File: src/rtl/priority_event_encoder_pkg.sv
// Shared constants and helpers for the registered priority event encoder.
package prio_enc_pkg;

    localparam int unsigned DEFAULT_N_REQ = 16;
    localparam int unsigned MAX_N_REQ     = 256;

    function automatic int unsigned idx_w(input int unsigned n);
        return $clog2(n);
    endfunction

    // Returned at maximum width; callers size-cast down to their own N_REQ.
    function automatic logic [MAX_N_REQ-1:0] onehot(input int unsigned idx, input int unsigned n);
        logic [MAX_N_REQ-1:0] one;
        one = MAX_N_REQ'(1);
        return (idx < n) ? (one << idx) : '0;
    endfunction

endpackage

File: src/rtl/priority_event_encoder_if.sv
// Valid/ready output channel carrying the issued channel index.
interface priority_event_encoder_if
    import prio_enc_pkg::*;
#(
    parameter int unsigned N_REQ = DEFAULT_N_REQ
);
    localparam int unsigned IDX_W = idx_w(N_REQ);

    logic             out_valid;
    logic             out_ready;
    logic [IDX_W-1:0] out_idx;

    modport master (output out_valid, output out_idx, input out_ready);
    modport slave  (input out_valid, input out_idx, output out_ready);

endinterface

File: src/rtl/priority_event_encoder_pick.sv
// Combinational circular priority search: highest set bit at or below start, wrapping.
module prio_pick
    import prio_enc_pkg::*;
#(
    parameter int unsigned N = DEFAULT_N_REQ,
    parameter int unsigned W = idx_w(N)
) (
    input  logic [N-1:0] vec,
    input  logic [W-1:0] start,
    output logic         found,
    output logic [W-1:0] sel
);

    logic [2*N-1:0] dbl;
    logic [2*N-1:0] mask;
    logic [2*N-1:0] masked;
    int unsigned    start_u;

    // Window (start, start+N] in the doubled vector covers start down to start+1 with wrap.
    always_comb begin
        start_u = 32'(start);
        dbl     = {vec, vec};
        mask    = '0;
        for (int unsigned i = 0; i < 2*N; i++) begin
            mask[i] = (i > start_u) && (i <= start_u + N);
        end
        masked = dbl & mask;
        found  = |masked;
        sel    = '0;
        for (int unsigned i = 0; i < 2*N; i++) begin
            if (masked[i]) begin
                sel = (i >= N) ? W'(i - N) : W'(i);
            end
        end
    end

endmodule

File: src/rtl/priority_event_encoder.sv
// Edge-capturing priority event encoder with valid/ready index output.
// Optional rotating priority when PRIO_ROUND_ROBIN_EN is defined.
module priority_event_encoder
    import prio_enc_pkg::*;
#(
    parameter int unsigned N_REQ = DEFAULT_N_REQ
) (
    input  logic                      clk,
    input  logic                      rst_n,
    input  logic [N_REQ-1:0]          req_in,
    input  logic                      clr,
    output logic [N_REQ-1:0]          pending,
    output logic                      overflow,
    priority_event_encoder_if.master  out_if
);

    localparam int unsigned IDX_W = idx_w(N_REQ);

    logic [N_REQ-1:0] req_d_q, req_d_d;
    logic [N_REQ-1:0] pending_q, pending_d;
    logic             out_valid_q, out_valid_d;
    logic [IDX_W-1:0] out_idx_q, out_idx_d;
    logic             overflow_q, overflow_d;

    logic [N_REQ-1:0] edge_vec;
    logic [N_REQ-1:0] load_mask;
    logic             stage_free;
    logic             load;
    logic             pick_found;
    logic [IDX_W-1:0] pick_sel;
    logic [IDX_W-1:0] pick_start;

`ifdef PRIO_ROUND_ROBIN_EN
    logic [IDX_W-1:0] rr_ptr_q, rr_ptr_d;

    assign pick_start = (rr_ptr_q == '0) ? IDX_W'(N_REQ - 1) : rr_ptr_q - IDX_W'(1);
    assign rr_ptr_d   = load ? pick_sel : rr_ptr_q;

    always_ff @(posedge clk or negedge rst_n) begin
        if (!rst_n) begin
            rr_ptr_q <= IDX_W'(N_REQ - 1);
        end else begin
            rr_ptr_q <= rr_ptr_d;
        end
    end
`else
    assign pick_start = IDX_W'(N_REQ - 1);
`endif

    prio_pick #(
        .N (N_REQ),
        .W (IDX_W)
    ) u_pick (
        .vec   (pending_q),
        .start (pick_start),
        .found (pick_found),
        .sel   (pick_sel)
    );

    assign edge_vec   = req_in & ~req_d_q;
    assign stage_free = !out_valid_q || out_if.out_ready;
    assign load       = stage_free && pick_found && !clr;

    always_comb begin
        req_d_d     = req_in;
        load_mask   = load ? N_REQ'(onehot(32'(pick_sel), N_REQ)) : '0;
        pending_d   = (pending_q & ~load_mask) | edge_vec;
        overflow_d  = overflow_q | (|(edge_vec & pending_q));
        out_valid_d = out_valid_q;
        out_idx_d   = out_idx_q;
        if (stage_free) begin
            out_valid_d = pick_found;
            out_idx_d   = pick_found ? pick_sel : '0;
        end
        if (clr) begin
            pending_d   = '0;
            out_valid_d = 1'b0;
            out_idx_d   = '0;
            overflow_d  = 1'b0;
        end
    end

    always_ff @(posedge clk or negedge rst_n) begin
        if (!rst_n) begin
            req_d_q     <= '0;
            pending_q   <= '0;
            out_valid_q <= 1'b0;
            out_idx_q   <= '0;
            overflow_q  <= 1'b0;
        end else begin
            req_d_q     <= req_d_d;
            pending_q   <= pending_d;
            out_valid_q <= out_valid_d;
            out_idx_q   <= out_idx_d;
            overflow_q  <= overflow_d;
        end
    end

    assign pending          = pending_q;
    assign overflow         = overflow_q;
    assign out_if.out_valid = out_valid_q;
    assign out_if.out_idx   = out_idx_q;

endmodule

File: src/flat_wrapper.sv
// flat-port wrapper written by rule: the top's interface ports become plain ports
module priority_event_encoder_flat import prio_enc_pkg::*;
#(
    parameter int unsigned N_REQ = DEFAULT_N_REQ
)
  (clk, rst_n, req_in, clr, pending, overflow, out_if_out_valid, out_if_out_idx, out_if_out_ready);
  priority_event_encoder_if #(.N_REQ(N_REQ)) out_if_i ();
  input  logic clk;
  input  logic rst_n;
  input  logic [N_REQ-1:0] req_in;
  input  logic clr;
  output logic [N_REQ-1:0] pending;
  output logic overflow;
  output wire logic [$bits(out_if_i.out_valid)-1:0] out_if_out_valid;
  output wire logic [$bits(out_if_i.out_idx)-1:0] out_if_out_idx;
  input wire logic [$bits(out_if_i.out_ready)-1:0] out_if_out_ready;
  assign out_if_out_valid = out_if_i.out_valid;
  assign out_if_out_idx = out_if_i.out_idx;
  assign out_if_i.out_ready = out_if_out_ready;
  priority_event_encoder #(.N_REQ(N_REQ)) u_core (.clk(clk), .rst_n(rst_n), .req_in(req_in), .clr(clr), .pending(pending), .overflow(overflow), .out_if(out_if_i));
endmodule
File: config.mk
export PLATFORM = sky130hd
export DESIGN_NAME = priority_event_encoder_flat
export DESIGN_NICKNAME = d
export VERILOG_FILES = /design/src/rtl/priority_event_encoder_pkg.sv /design/src/rtl/priority_event_encoder_if.sv /design/src/rtl/priority_event_encoder_pick.sv /design/src/rtl/priority_event_encoder.sv /design/src/flat_wrapper.sv
export SDC_FILE = /design/constraint.sdc
export NUM_CORES = 1
export LEC_CHECK = 0
export CORE_AREA = 2 2 69 71
export CTS_CLUSTER_SIZE = 12
export DETAILED_ROUTE_END_ITERATION = 8
export DIE_AREA = 0 0 71 73
export PLACE_DENSITY_LB_ADDON = 0.12
export SETUP_SLACK_MARGIN = 0.02
export SLEW_MARGIN = 25
export SYNTH_ARGS = -nofsm -noshare
export SYNTH_HDL_FRONTEND = slang
export SYNTH_SLANG_ARGS = --single-unit
File: constraint.sdc
create_clock -name clk -period 4.4 [get_ports clk]
set_clock_uncertainty 0.05 [all_clocks]
set_input_delay 0.88 -clock clk [delete_from_list [all_inputs] [get_ports clk]]
set_output_delay 0.88 -clock clk [all_outputs]
set_load 0.01 [all_outputs]
==> results.rst <==
.. list-table::
   :header-rows: 1

   * - Metric
     - Value
   * - Run status
     - finished, final reports clean
   * - Slew of the pin with the lowest slew margin
     - 0.835 ns
   * - Register bit total from synthesis
     - 38
   * - CP cell instances
     - clkdlybuf4s50_1, inv_1, and2_2, nand2_1, nor3_1, a41oi_1
   * - Synthesis-to-finish area growth
     - 31.0%
   * - Number of gates given a new drive strength after cts
     - 0
   * - Setup TNS
     - 0 ns
   * - Critical-path cell with the highest stage delay
     - sky130_fd_sc_hd__clkdlybuf4s50_1
   * - Fraction of registers with async set/reset
     - 100%
   * - Share of post-route cells with drive strength above 1
     - 7.51%
   * - Via count of the first global-routing pass
     - 1,443
   * - Setup repair after global routing missed its margin
     - false
   * - Peak fanout along the critical path
     - 13
   * - Cell Area, Synth
     - 1740 um^2
   * - Post-CTS setup buffers
     - 0
   * - EDFF count, synth
     - 0
   * - Required time of the critical path
     - 4.49 ns
   * - Die extent in y
     - 73 um
   * - WP buf/inv
     - 2
   * - Kind of cell with the highest combined delay on the critical path
     - buffers and inverters
   * - Number of synthesis warnings
     - 0
   * - Leading cell type by number of instances after synthesis
     - sky130_fd_sc_hd__dfrtp_1
   * - Post-DRT Antenna Nets
     - 0
   * - Starting utilization of the core area
     - 38.3%
   * - Launching element type of the critical path
     - input port
   * - Cells after Synth
     - 167
   * - Delay of the slowest cell on the worst path
     - 0.57 ns
   * - Prevailing post-synth register cell
     - sky130_fd_sc_hd__dfrtp_1
   * - Vias
     - 1,475
   * - # nets final
     - 232
   * - Critical R2R Capture
     - u_core.pending[1]
   * - Routability-driven placement congestion ratio
     - 0.869
   * - Final global-route overflow total
     - 0
   * - Cell chosen for the clock root
     - sky130_fd_sc_hd__clkbuf_8
   * - WHS Path Cells
     - 2
   * - Max Clock Freq
     - 356 MHz
   * - Core area
     - 4540 um^2
   * - Reg-to-reg setup timing slack
     - 2.34 ns
   * - Insertion delay of the later-clocked pin in the worst-skew pair
     - 0.29 ns
   * - Max capacitance violation total
     - 0
   * - Origin of the worst min-delay path
     - u_core.out_if.out_idx[1]
   * - DRC violation count after routing
     - 0
   * - Ant. Diodes
     - 0
   * - Std-Cell Rows
     - 25
   * - Post-CTS Hold Fix Bufs
     - 0
   * - Critical path endpoint category
     - flip-flop
   * - Number of clock sinks
     - 38
   * - Fillers
     - 438
   * - Arrival time of the worst setup path
     - 2.90 ns
   * - Synth top cells by count
     - 38 x sky130_fd_sc_hd__dfrtp_1, 17 x sky130_fd_sc_hd__nor2_1, 15 x sky130_fd_sc_hd__o21ai_0
   * - Synthesized net count
     - 187
   * - Mean Syn Cell Area
     - 10.4 um^2
   * - H-tree levels
     - 2
   * - GRT Overall Usage
     - 19.3%
   * - Number of top-level design ports
     - 42
   * - Startpoint of the most critical register-to-register path
     - u_core.pending[12]
   * - Clk buf depth
     - 2
   * - Worst Reg-to-Reg Cells
     - 4
   * - Post-detailed-route wirelength per cell
     - 17.2 um
   * - Worst-case headroom to the max-slew limit
     - 44.3%
   * - Category of the critical setup timing path
     - in -> reg
   * - Drt via density
     - 5.52
   * - Iteration-0 DRC Markers
     - 90
   * - Crit share post-route
     - 63.9%
   * - Leading cell types by total area after synthesis
     - sky130_fd_sc_hd__dfrtp_1 55%, sky130_fd_sc_hd__nor2b_1 4.7%, sky130_fd_sc_hd__o21ai_0 4.3%
   * - PnR Total Power
     - 0.821 mW
   * - End of the worst hold path
     - u_core.out_if.out_idx[1]
   * - Number of port buffers
     - 41
   * - Ratio of total power to cell area
     - 361 nW/um^2
   * - Clock period minus final worst setup slack
     - 2.81 ns
   * - Fraction of post-synthesis cell area in the top cell type by area
     - 54.8%
   * - Aggregate routed wire length
     - 4.60 mm
   * - Largest net degree at the start of global routing
     - 39
   * - Max-slew violation count
     - 0
   * - Register area share after synthesis
     - 54.8%
   * - Number of distinct library cells after synthesis
     - 41
   * - Class of the most critical hold timing path
     - reg -> reg
   * - Number of buffers added by the clock tree synthesis step
     - 5
   * - Clock transition at the registers of the reported paths
     - 0.07 ns
   * - Final hold viol count
     - 0
   * - CTS tree
     - yes
   * - Maximum ir drop on the vdd rail
     - 0.181 mV
   * - Setup-violating endpoint count in the final report
     - 0
   * - Die width
     - 71 um
   * - Global-route wire length before repair
     - 7.45 mm
   * - HPWL after detailed placement
     - 3.42 mm
   * - Count of TritonRoute iterations in the first routing pass
     - 4
   * - Area enclosed by the die boundary
     - 5180 um^2
   * - Post-synth top area cell
     - sky130_fd_sc_hd__dfrtp_1
   * - Total leakage power
     - 0.927 nW
   * - Antenna violations before repair
     - 0
## cell type report
type	count	area (um^2)	share of cell area, %
inverters	8	30.0	1.32
clock inverters	1	5.00	0.220
clock buffers	7	86.3	3.80
repair buffers	41	405	17.8
multi-input cells	118	729	32.1
well taps	54	67.6	2.97
flip-flops and latches	38	951	41.8
## flip-flops by register name (all words and copies together) (netlist names)
signal and count:
u_core.pending 16, u_core.req_d_q 16, u_core.out_if.out_idx 4, u_core.out_if.out_valid 1, u_core.overflow 1
## metrics by stage
stage          utilization [%]  setup slack, ns  cell area, um^2  hold WS, ns  cells
6_report                  50.2             1.59             2270        0.458    267
5_1_grt                   50.2             1.44             2270        0.488    267
4_1_cts                   50.2             1.58             2270        0.468    267
3_5_place_dp              48.1             1.29             2180        0.452    259
3_3_place_gp              48.1             1.40             2180        0.430    259
2_1_floorplan                -             2.30             1740        0.449    167
## worst max-delay path by stage
stage	startpoint	end	slack [ns]	cells past startpoint
4_1_cts	clr	u_core.pending[1]	1.58	6
6_report	clr	u_core.pending[1]	1.59	6
2_1_floorplan	clr	u_core.pending[0]	2.30	6
5_1_grt	clr	u_core.pending[0]	1.44	6
3_3_place_gp	clr	u_core.pending[0]	1.40	6
3_5_place_dp	clr	u_core.pending[0]	1.29	6
## cell usage in the layout (no fill, tap or decap), types with 2 or more instances in the layout
| cell | Yosys | final |
|---|---|---|
| sky130_fd_sc_hd__nand2_1 | 10 | 10 |
| sky130_fd_sc_hd__nor2b_1 | 13 | 13 |
| sky130_fd_sc_hd__clkbuf_8 | 0 | 6 |
| sky130_fd_sc_hd__a22oi_1 | 3 | 3 |
| sky130_fd_sc_hd__a22o_1 | 3 | 3 |
| sky130_fd_sc_hd__nand2b_1 | 10 | 10 |
| sky130_fd_sc_hd__nor2_1 | 17 | 17 |
| sky130_fd_sc_hd__a41oi_1 | 4 | 4 |
| sky130_fd_sc_hd__inv_1 | 8 | 8 |
| sky130_fd_sc_hd__nor4_1 | 5 | 5 |
| sky130_fd_sc_hd__o21ai_1 | 2 | 2 |
| sky130_fd_sc_hd__clkdlybuf4s50_1 | 0 | 40 |
| sky130_fd_sc_hd__nor3_1 | 2 | 2 |
| sky130_fd_sc_hd__a31oi_1 | 4 | 4 |
| sky130_fd_sc_hd__a21oi_1 | 7 | 7 |
| sky130_fd_sc_hd__o21ai_0 | 15 | 15 |
| sky130_fd_sc_hd__dfrtp_1 | 38 | 38 |
## layer usage
| metal | routed length [um] | vias to the layer above | track usage, % |
|---|---|---|---|
| li1 | - | 699 | - |
| met1 | 2140 | 719 | 25.1 |
| met2 | 2150 | 48 | 30.8 |
| met3 | 208 | 9 | 4.70 |
| met4 | 104 | 0 | 8.18 |
| met5 | 0 | - | 0 |
## cells by family after synthesis
family                 after synthesis  share of synthesized area, %
AO/OA/AOI/OAI                       54                          22.3
AND/OR/NAND/NOR                     64                          19.7
flip-flops                          38                          54.8
buffers and inverters               11                          3.24
## worst reg2reg max path, cell delays in order, from the launching register on
cell                      delay, ns
sky130_fd_sc_hd__dfrtp_1       0.47
sky130_fd_sc_hd__nor4_1        0.48
sky130_fd_sc_hd__nand2_1       0.27
sky130_fd_sc_hd__nor3_1        0.45
sky130_fd_sc_hd__a41oi_1       0.19
## power breakdown
| part | internal, mW | switching (mW) | total (mW) |
|---|---|---|---|
| logic | 0.0841 | 0.0902 | 0.174 |
| registers | 0.374 | 0.0259 | 0.400 |
| clock network | 0.126 | 0.121 | 0.247 |
| total | 0.585 | 0.237 | 0.821 |
Note: power is estimated with default switching activity, not from simulation.
